[config.mk]
export PLATFORM = sky130hd
export DESIGN_NAME = kypd_scan_ctrl
export DESIGN_NICKNAME = d
export VERILOG_FILES = /design/src/rtl/kypd_scan_ctrl.sv
export SDC_FILE = /design/constraint.sdc
export NUM_CORES = 1
export LEC_CHECK = 0
export BUFFER_PORTS_ARGS = -buffer_cell sky130_fd_sc_hd__buf_2
export CORE_UTILIZATION = 50
export CTS_CLUSTER_SIZE = 16
export DETAILED_ROUTE_END_ITERATION = 16
export HOLD_SLACK_MARGIN = 0.12
export PLACE_DENSITY = 0.68
export SETUP_SLACK_MARGIN = 0.1
export SYNTH_ARGS = -nofsm -noshare
export SYNTH_HDL_FRONTEND = slang
export SYNTH_SLANG_ARGS = --single-unit
[constraint.sdc]
create_clock -name clk -period 18.7 [get_ports clk]
set_input_delay 5.61 -clock clk [delete_from_list [all_inputs] [get_ports clk]]
set_output_delay 5.61 -clock clk [all_outputs]
set_load 0.1 [all_outputs]
[src/rtl/kypd_scan_ctrl.sv]
// kypd_scan_ctrl: 4x4 keypad column scanner with whole-scan debounce and a key-code FIFO.
module kypd_scan_ctrl #(
  parameter int unsigned SETTLE_CYCLES  = 1000,
  parameter int unsigned DEBOUNCE_SCANS = 4,
  parameter int unsigned FIFO_DEPTH     = 4
) (
  input  logic       clk,
  input  logic       rst,
  input  logic [3:0] row,
  output logic [3:0] col,
  output logic [3:0] key_code,
  output logic       key_valid,
  input  logic       key_ready,
  output logic       key_held,
  output logic       overflow
);

  localparam int unsigned SET_W = (SETTLE_CYCLES > 1) ? $clog2(SETTLE_CYCLES) : 1;
  localparam int unsigned DB_W  = $clog2(DEBOUNCE_SCANS + 1);
  localparam int unsigned PTR_W = $clog2(FIFO_DEPTH);
  localparam int unsigned CNT_W = PTR_W + 1;

  localparam logic [1:0] ST_SETTLE = 2'd0;
  localparam logic [1:0] ST_SAMPLE = 2'd1;
  localparam logic [1:0] ST_EVAL   = 2'd2;

  // Key state encoding: {is_key, code}; all-zero means no key.
  localparam logic [4:0] KEY_NONE = 5'b0_0000;

  logic [1:0]       state_q, state_d;
  logic [SET_W-1:0] settle_cnt_q, settle_cnt_d;
  logic [1:0]       col_idx_q, col_idx_d;
  logic [3:0]       col_q, col_d;
  logic [15:0]      press_q, press_d;
  logic [4:0]       cand_q, cand_d;
  logic [4:0]       commit_q, commit_d;
  logic [DB_W-1:0]  db_cnt_q, db_cnt_d;
  logic             held_q, held_d;
  logic             push;
  logic [3:0]       push_code;

  logic [3:0]       mem_q [FIFO_DEPTH];
  logic [PTR_W-1:0] wr_ptr_q, wr_ptr_d;
  logic [PTR_W-1:0] rd_ptr_q, rd_ptr_d;
  logic [CNT_W-1:0] fifo_cnt_q, fifo_cnt_d;
  logic [3:0]       head_q, head_d;
  logic             valid_q, valid_d;
  logic             ovf_q, ovf_d;
  logic             pop, full, accept;

  logic [4:0]       hits;
  logic [4:0]       scan_res;
  logic             scan_multi;

  // Key map indexed by {column, row}.
  function automatic logic [3:0] key_lut(input logic [3:0] idx);
    logic [3:0] code;
    case (idx)
      4'd0:  code = 4'h1;
      4'd1:  code = 4'h4;
      4'd2:  code = 4'h7;
      4'd3:  code = 4'h0;
      4'd4:  code = 4'h2;
      4'd5:  code = 4'h5;
      4'd6:  code = 4'h8;
      4'd7:  code = 4'hF;
      4'd8:  code = 4'h3;
      4'd9:  code = 4'h6;
      4'd10: code = 4'h9;
      4'd11: code = 4'hE;
      4'd12: code = 4'hA;
      4'd13: code = 4'hB;
      4'd14: code = 4'hC;
      default: code = 4'hD;
    endcase
    return code;
  endfunction

  // Reduce the full-scan press map to none / single code / multiple.
  always_comb begin
    hits     = 5'd0;
    scan_res = KEY_NONE;
    for (int i = 0; i < 16; i++) begin
      if (press_q[i]) begin
        hits     = hits + 5'd1;
        scan_res = {1'b1, key_lut(4'(i))};
      end
    end
    scan_multi = (hits >= 5'd2);
  end

  // Scan FSM next state, row capture and debounce/commit decision.
  always_comb begin
    state_d      = state_q;
    settle_cnt_d = settle_cnt_q;
    col_idx_d    = col_idx_q;
    col_d        = col_q;
    press_d      = press_q;
    cand_d       = cand_q;
    commit_d     = commit_q;
    db_cnt_d     = db_cnt_q;
    held_d       = held_q;
    push         = 1'b0;
    case (state_q)
      ST_SETTLE: begin
        if (settle_cnt_q == SET_W'(SETTLE_CYCLES - 1)) begin
          settle_cnt_d = '0;
          state_d      = ST_SAMPLE;
        end else begin
          settle_cnt_d = settle_cnt_q + SET_W'(1);
        end
      end
      ST_SAMPLE: begin
        press_d[{col_idx_q, 2'b00} +: 4] = ~row;
        col_idx_d = col_idx_q + 2'd1;
        col_d     = {col_q[2:0], col_q[3]};
        state_d   = (col_idx_q == 2'd3) ? ST_EVAL : ST_SETTLE;
      end
      ST_EVAL: begin
        state_d = ST_SETTLE;
        if (scan_multi) begin
          db_cnt_d = '0;
        end else if (scan_res == cand_q) begin
          if (db_cnt_q != DB_W'(DEBOUNCE_SCANS)) db_cnt_d = db_cnt_q + DB_W'(1);
        end else begin
          cand_d   = scan_res;
          db_cnt_d = DB_W'(1);
        end
        if (!scan_multi && (db_cnt_d == DB_W'(DEBOUNCE_SCANS)) && (cand_d != commit_q)) begin
          commit_d = cand_d;
          push     = cand_d[4];
        end
        held_d = commit_d[4];
      end
      default: state_d = ST_SETTLE;
    endcase
  end

  assign push_code = cand_d[3:0];

  // FIFO pointer/occupancy update and next head value.
  always_comb begin
    pop        = valid_q & key_ready;
    full       = (fifo_cnt_q == CNT_W'(FIFO_DEPTH));
    accept     = push & (~full | pop);
    ovf_d      = ovf_q | (push & full & ~pop);
    wr_ptr_d   = accept ? wr_ptr_q + PTR_W'(1) : wr_ptr_q;
    rd_ptr_d   = pop ? rd_ptr_q + PTR_W'(1) : rd_ptr_q;
    fifo_cnt_d = fifo_cnt_q + CNT_W'(accept) - CNT_W'(pop);
    valid_d    = (fifo_cnt_d != '0);
    if (fifo_cnt_d == '0) begin
      head_d = 4'h0;
    end else if (accept && (wr_ptr_q == rd_ptr_d)) begin
      head_d = push_code;
    end else begin
      head_d = mem_q[rd_ptr_d];
    end
  end

  // Scan and debounce state registers.
  always_ff @(posedge clk) begin
    if (rst) begin
      state_q      <= ST_SETTLE;
      settle_cnt_q <= '0;
      col_idx_q    <= 2'd0;
      col_q        <= 4'b1110;
      press_q      <= '0;
      cand_q       <= KEY_NONE;
      commit_q     <= KEY_NONE;
      db_cnt_q     <= '0;
      held_q       <= 1'b0;
    end else begin
      state_q      <= state_d;
      settle_cnt_q <= settle_cnt_d;
      col_idx_q    <= col_idx_d;
      col_q        <= col_d;
      press_q      <= press_d;
      cand_q       <= cand_d;
      commit_q     <= commit_d;
      db_cnt_q     <= db_cnt_d;
      held_q       <= held_d;
    end
  end

  // FIFO storage and status registers.
  always_ff @(posedge clk) begin
    if (rst) begin
      for (int i = 0; i < FIFO_DEPTH; i++) mem_q[i] <= 4'h0;
      wr_ptr_q   <= '0;
      rd_ptr_q   <= '0;
      fifo_cnt_q <= '0;
      head_q     <= 4'h0;
      valid_q    <= 1'b0;
      ovf_q      <= 1'b0;
    end else begin
      if (accept) mem_q[wr_ptr_q] <= push_code;
      wr_ptr_q   <= wr_ptr_d;
      rd_ptr_q   <= rd_ptr_d;
      fifo_cnt_q <= fifo_cnt_d;
      head_q     <= head_d;
      valid_q    <= valid_d;
      ovf_q      <= ovf_d;
    end
  end

  assign col       = col_q;
  assign key_code  = head_q;
  assign key_valid = valid_q;
  assign key_held  = held_q;
  assign overflow  = ovf_q;

endmodule

-- After elaboration in Yosys (flattened, before gate mapping)
Memory sizes are Yosys's and may differ from the RTL's. A register that Yosys moved wholly into a read port is not among the register bits.
Index checks and enable logic that the tools add are counted.
- input bits: 7
- memories kept: 1
- register bits: 56
- output and inout bits: 11
- bits in writable memories: 16
- logic and storage cells: 127
- memory list (name ; words ; width ; read ports ; clocked after Yosys merged registers in ; wr ports ; line ; text):
    mem_q ; 4 ; 4 ; 1 ; 1 ; 4 ; 42 ; logic [3:0] mem_q [FIFO_DEPTH];
- magnitude comparators: 1
- reductions and logical operators: 9
- add/sub/neg operators: 23
- bitwise gates (word level): 9
- equal/unequal tests: 10
- shifts and indexed selects: 2
- multiplexer cells: 57
- operators by type and width (cell ; number):
    $mux W5 ; 35
    $add A5 B1 Y5 const B ; 15
    $bwmux W16 ; 1
    $shift A4 B6 Y16 const A ; 1
    $shiftx A4 B6 Y16 ; 1
    $mux W3 ; 4
    $add A10 B1 Y10 const B ; 1
    $eq A10 B10 Y1 const B ; 1
    $mux W10 ; 1
    $mux W1 ; 9
    $mux W2 ; 4
    $mux W4 ; 2
    $add A2 B1 Y2 const B ; 3
    $eq A3 B3 Y1 const B ; 2
    $neg A4 Y6 ; 1
    $eq A5 B5 Y1 ; 1
    $ge A5 B2 Y1 const B ; 1
    $ne A5 B5 Y1 ; 1
    $and A1 B1 Y1 ; 4
    $eq A2 B2 Y1 const B ; 2
    $not A4 Y4 ; 1
    $pmux W2 S2 ; 1
    $reduce_or A4 Y1 ; 1
    $add A3 B1 Y3 ; 1
    14 further kinds ; 17

-- Depth between registers and ports, before layout
- word-level depth: 45
- gate-level depth with buffers: 59
- depth with buffers taken out: 56

-- Worst setup path before layout
Ideal clock, no wire load.
- path kind: flip-flop to flip-flop
- from: register press_q[0]
- to: register head_q[0], in the netlist key_code[0], read port of mem_q
- stages on the path, launching flop included: 60
- data arrival time: 10603 ps
- setup time: 72 ps
- path slack: 8025 ps
- path buffers: 3
- period minus slack after synthesis: 10675 ps
- data required time: 18628 ps
- cells stage by stage: dfxtp_1 -> inv_1 -> ha_1 -> clkbuf_1 -> xor2_1 -> ha_1 -> mux2i_1 -> nand2_1 -> o21ai_0 -> xor2_1 -> a21oi_1 -> ha_1 -> a32oi_1 -> and2_1 -> xnor2_1 -> a21oi_1 -> ha_1 -> o22ai_1 -> (+24 left out) -> or3b_1 -> mux2_4 -> buf_2 -> nand4b_1 -> o311ai_1 -> nand3_2 -> nand2_2 -> buf_4 -> ha_1 -> inv_1 -> ha_1 -> inv_1 -> fa_1 -> xor2_1 -> xnor2_1 -> a31oi_1 -> nand2_1 -> mux2i_1
- cells in the longest elaborated chain, start to end: 44
- elaborated cells between the ends (all ways): 67
- classes of those cells: add/sub (17); order compare (1); eq/ne (3); mux (40); bitwise (1); reduce/logical (5)
- RTL lines (what ; line ; text):
    from (decl) ; 34 ; logic [15:0] press_q, press_d;
    from (signal assigned) ; 177 ; press_q <= press_d;
    $mux W1 ; 84 ; if (press_q[i]) begin
    $add A5 B1 Y5 ; 85 ; hits = hits + 5'd1;
    $mux W5 ; 84 ;
    $add A5 B1 Y5 ; 85 ;
    $mux W5 ; 84 ;
    $add A5 B1 Y5 ; 85 ;
    $mux W5 ; 84 ;
    $add A5 B1 Y5 ; 85 ;
    (+27 left out) ; - ;
    $logic_and A1 B1 Y1 (2 in a row) ; 129 ; if (!scan_multi && (db_cnt_d == DB_W'(DEBOUNCE_SCANS)) && (cand_d != commit_q)) begin
    $mux W1 (*) ; 129 ;
    $mux W1 (*) ; 104 ; case (state_q)
    $and A1 B1 Y1 (*) ; 145 ; accept = push & (~full | pop);
    $add A3 B1 Y3 (*) ; 149 ; fifo_cnt_d = fifo_cnt_q + CNT_W'(accept) - CNT_W'(pop);
    $sub A3 B1 Y3 (*) ; 149 ;
    $logic_not A3 Y1 (*) ; 151 ; if (fifo_cnt_d == '0) begin
    $reduce_or A2 Y1 (no source line) (*) ; - ;
    to (decl) ; 46 ; logic [3:0] head_q, head_d;
Mark *: on every way between the ends. The rest lies on a longest branch, timed or not. The select of a mux whose other input is x is not followed.
A chain may end at the register's enable or synchronous reset.

-- Final worst setup path
Same ends and word-level chain as after synthesis.

==> results.json <==
{
  "grt_overflow": 0,
  "async_flop_share_pct": 0,
  "wl_per_cell_um": 13.90,
  "required_ps": 18970,
  "tns_ps": 0,
  "slowest_stage": "a31oi_1",
  "grt_max_degree": 62,
  "p_leak_nw": 2.232,
  "rsz0062_at_grt": "false",
  "finalNetCount": 683,
  "initialDrtViolationCount": 230,
  "htree_levels": 3,
  "drc": 0,
  "clock_latency_ps": 340,
  "path_common_cell": "ha_1",
  "numPortBuffers": 17,
  "dp_slack_ps": 6716,
  "setup_violations": 0,
  "pwr-share-comb_pct": 19.4,
  "cts_buffers": 9,
  "clkPwrFrac_pct": 29.8,
  "instances_no_fill": 788,
  "synthTopCellsByArea": "dfxtp_1, edfxtp_1, nor2_1, ha_1, xnor2_1",
  "root_buffer": "clkbuf_8",
  "path_max_fanout": 21,
  "die_height_um": 105.4,
  "cts_sinks": 76,
  "synth.net_count": 682,
  "core-area_um2": 10370,
  "antenna_found_initial": 0,
  "critPathKind": "reg2reg",
  "synth-main-ff-cell": "dfxtp_1",
  "vias_per_cell": 5.566,
  "cts_setup_buffers": 0,
  "syn_to_final_growth_pct": 5.614,
  "grt_first_pass_wirelength_um": 18570,
  "synth_cells": 646,
  "irDropWorstVdd_mv": 0.06881,
  "fin_worst_skew_ps": 17.52,
  "fin_crit_sh_pct": 64.60,
  "slew_headroom_pct": 32.48,
  "pwr-share-seq_pct": 50.8,
  "hold_viol_final": 0,
  "cts_tree": "built",
  "whs_ps": 475.8,
  "antenna_cells": 0,
  "synth.avg_cell_area_um2": 8.280,
  "synthDistinctLibCells": 70,
  "cts.clk_slew.worst_paths_ps": 80,
  "placedCellCount": 772,
  "die_area_um2": 11120,
  "power.internal_uw": 241.8,
  "ys_warn_count": 0,
  "vias": 4386,
  "p_per_area_nw_per_um2": 62.68,
  "gp_congestion": 0.7989,
  "fillers": 958,
  "yosys.area.top_type": "dfxtp_1",
  "start_kind": "flip-flop",
  "ant_nets": 0,
  "p_total_uw": 354.1,
  "cts_resized": 0,
  "worst_pin_slew_ps": 1011,
  "ys_ff_latch": 76,
  "multiInputGateArea_um2": 3433,
  "status": "completed",
  "power_switching_uw": 112.2,
  "post-route-min-period_ps": 12080,
  "fin_area_um2": 5649,
  "max_freq_mhz": 82.78,
  "cts_buffer_depth": 2,
  "synth_top_area_share_pct": 22.46,
  "synth_area_um2": 5349,
  "initial_core_util_pct": 51.58,
  "crit_path_end_kind": "flip-flop",
  "grt_pass1_vias": 4130,
  "netSwitchingFraction_pct": 31.70,
  "num_rows": 37,
  "utilization_pct": 54.48,
  "wl_um": 10960,
  "io_pins": 18,
  "cts_hold_buf": 0,
  "drive_above_1_share_pct": 8.436,
  "place_area_um2": 5487,
  "gr-usage-all-layers_pct": 20.33,
  "die_x_um": 105.4,
  "fin_ws_ps": 6620,
  "synth-edff-count": 16,
  "final_max_slew_viol_count": 0,
  "arrival_ps": 12350,
  "ys_seq_area_share_pct": 31.44,
  "final-seq-area_um2": 1682,
  "maxCapViolations": 0,
  "first_pass_iters": 6,
  "hpwl_um": 8224,
  "max_stage_delay_ps": 550,
  "hp-class": "reg2reg"
}
## cell type report
| type | count | share of cell area [%] |
|---|---|---|
| Multi-Input combinational cell | 513 | 60.78 |
| Sequential cell | 76 | 29.77 |
| Tap cell | 136 | 3.012 |
| Clock buffer | 12 | 2.392 |
| Inverter | 29 | 1.927 |
| Timing Repair Buffer | 18 | 1.639 |
| Clock inverter | 4 | 0.4873 |
## worst max-delay path: cells and delay by family, from the launching register on
kind,cells,cell delay (ps)
AO/OA/AOI/OAI,15,3170
XOR/XNOR,8,1520
adder cells (fa/ha/maj),12,3750
buffers and inverters,4,220
flip-flops,1,410
multiplexers,4,790
AND/OR/NAND/NOR,13,2140
## kinds of logic after synthesis
kind of cell / share of synthesized area (%)
mux: 6.339
flops: 31.44
simple gates: 23.95
buf+inv: 4.374
xor+xnor: 14.29
fa+ha+maj: 6.924
compound gates: 12.68
## synthesized netlist by cell type (all sizes together), types with 3 or more instances
library cell and instances:
xnor2 40, a32oi 3, a21o 4, and2 3, mux2 4, nand3b 3, edfxtp 16, mux4 4
nor4 6, nand2 57, nor2b 9, o22ai 4, a31oi 7, a221oi 3, nand2b 7, and3 7
nor2 112, nor3 23, dfxtp 60, nand4b 3, nor3b 3, mux2i 20, buf 7, o31ai 3
clkbuf 21, nand3 16, a211oi 3, xor2 33, o21ai 26, xnor3 4, nand4 9, inv 29
a21oi 43, ha 28
## sequential cells by signal (all words and copies together), names as in the netlist
signal and count:
mem_q 16, press_q 16, settle_cnt_q 10, cand_q 5
col 4, commit_q 4, key_code 4, db_cnt_q 3
fifo_cnt_q 3, col_idx_q 2, rd_ptr_q 2, state_q 2
wr_ptr_q 2, key_held 1, key_valid 1, overflow 1
## per-layer routing
layer / wire length [um] / GRT usage, % / vias up
li1: - / - / 2241
met1: 5169 / 25.27 / 2077
met2: 5355 / 36.47 / 56
met3: 329 / 3.401 / 12
met4: 101 / 4.829 / 0
met5: 0 / 0 / -
## final timing paths
check	end	startpoint	slack, ps	cells after the start
setup / recovery	key_code[0]	press_q[0]	6620	56
hold reg to reg	db_cnt_q[1]	db_cnt_q[1]	480	2
setup reg to reg	key_code[0]	press_q[0]	6620	56
hold / removal	db_cnt_q[1]	db_cnt_q[1]	480	2
## cells in the final DEF, fill, tap and decap left out, drive strengths merged, types with 6 or more instances in the layout
| cell type | count |
|---|---|
| nor4 | 6 |
| inv | 29 |
| a21oi | 43 |
| nand2 | 57 |
| buf | 18 |
| nand3 | 16 |
| clkbuf | 12 |
| xor2 | 33 |
| xnor2 | 40 |
| dfxtp | 60 |
| and3 | 7 |
| a31oi | 7 |
| mux2i | 20 |
| nand2b | 7 |
| nor2 | 112 |
| nand4 | 9 |
| o21ai | 26 |
| nor3 | 23 |
| edfxtp | 16 |
| nor2b | 9 |
| ha | 28 |
## power by group through the flow
stage / logic (mW) / registers (mW) / clock network [mW]
detailed placement: 0.0697 / 0.184 / 0
finish: 0.0688 / 0.180 / 0.106
CTS: 0.0698 / 0.180 / 0.108
global placement: 0.0673 / 0.183 / 0
global route: 0.0736 / 0.181 / 0.114
floorplan: 0.0305 / 0.209 / 0
Power figures use the tool's default switching activity.
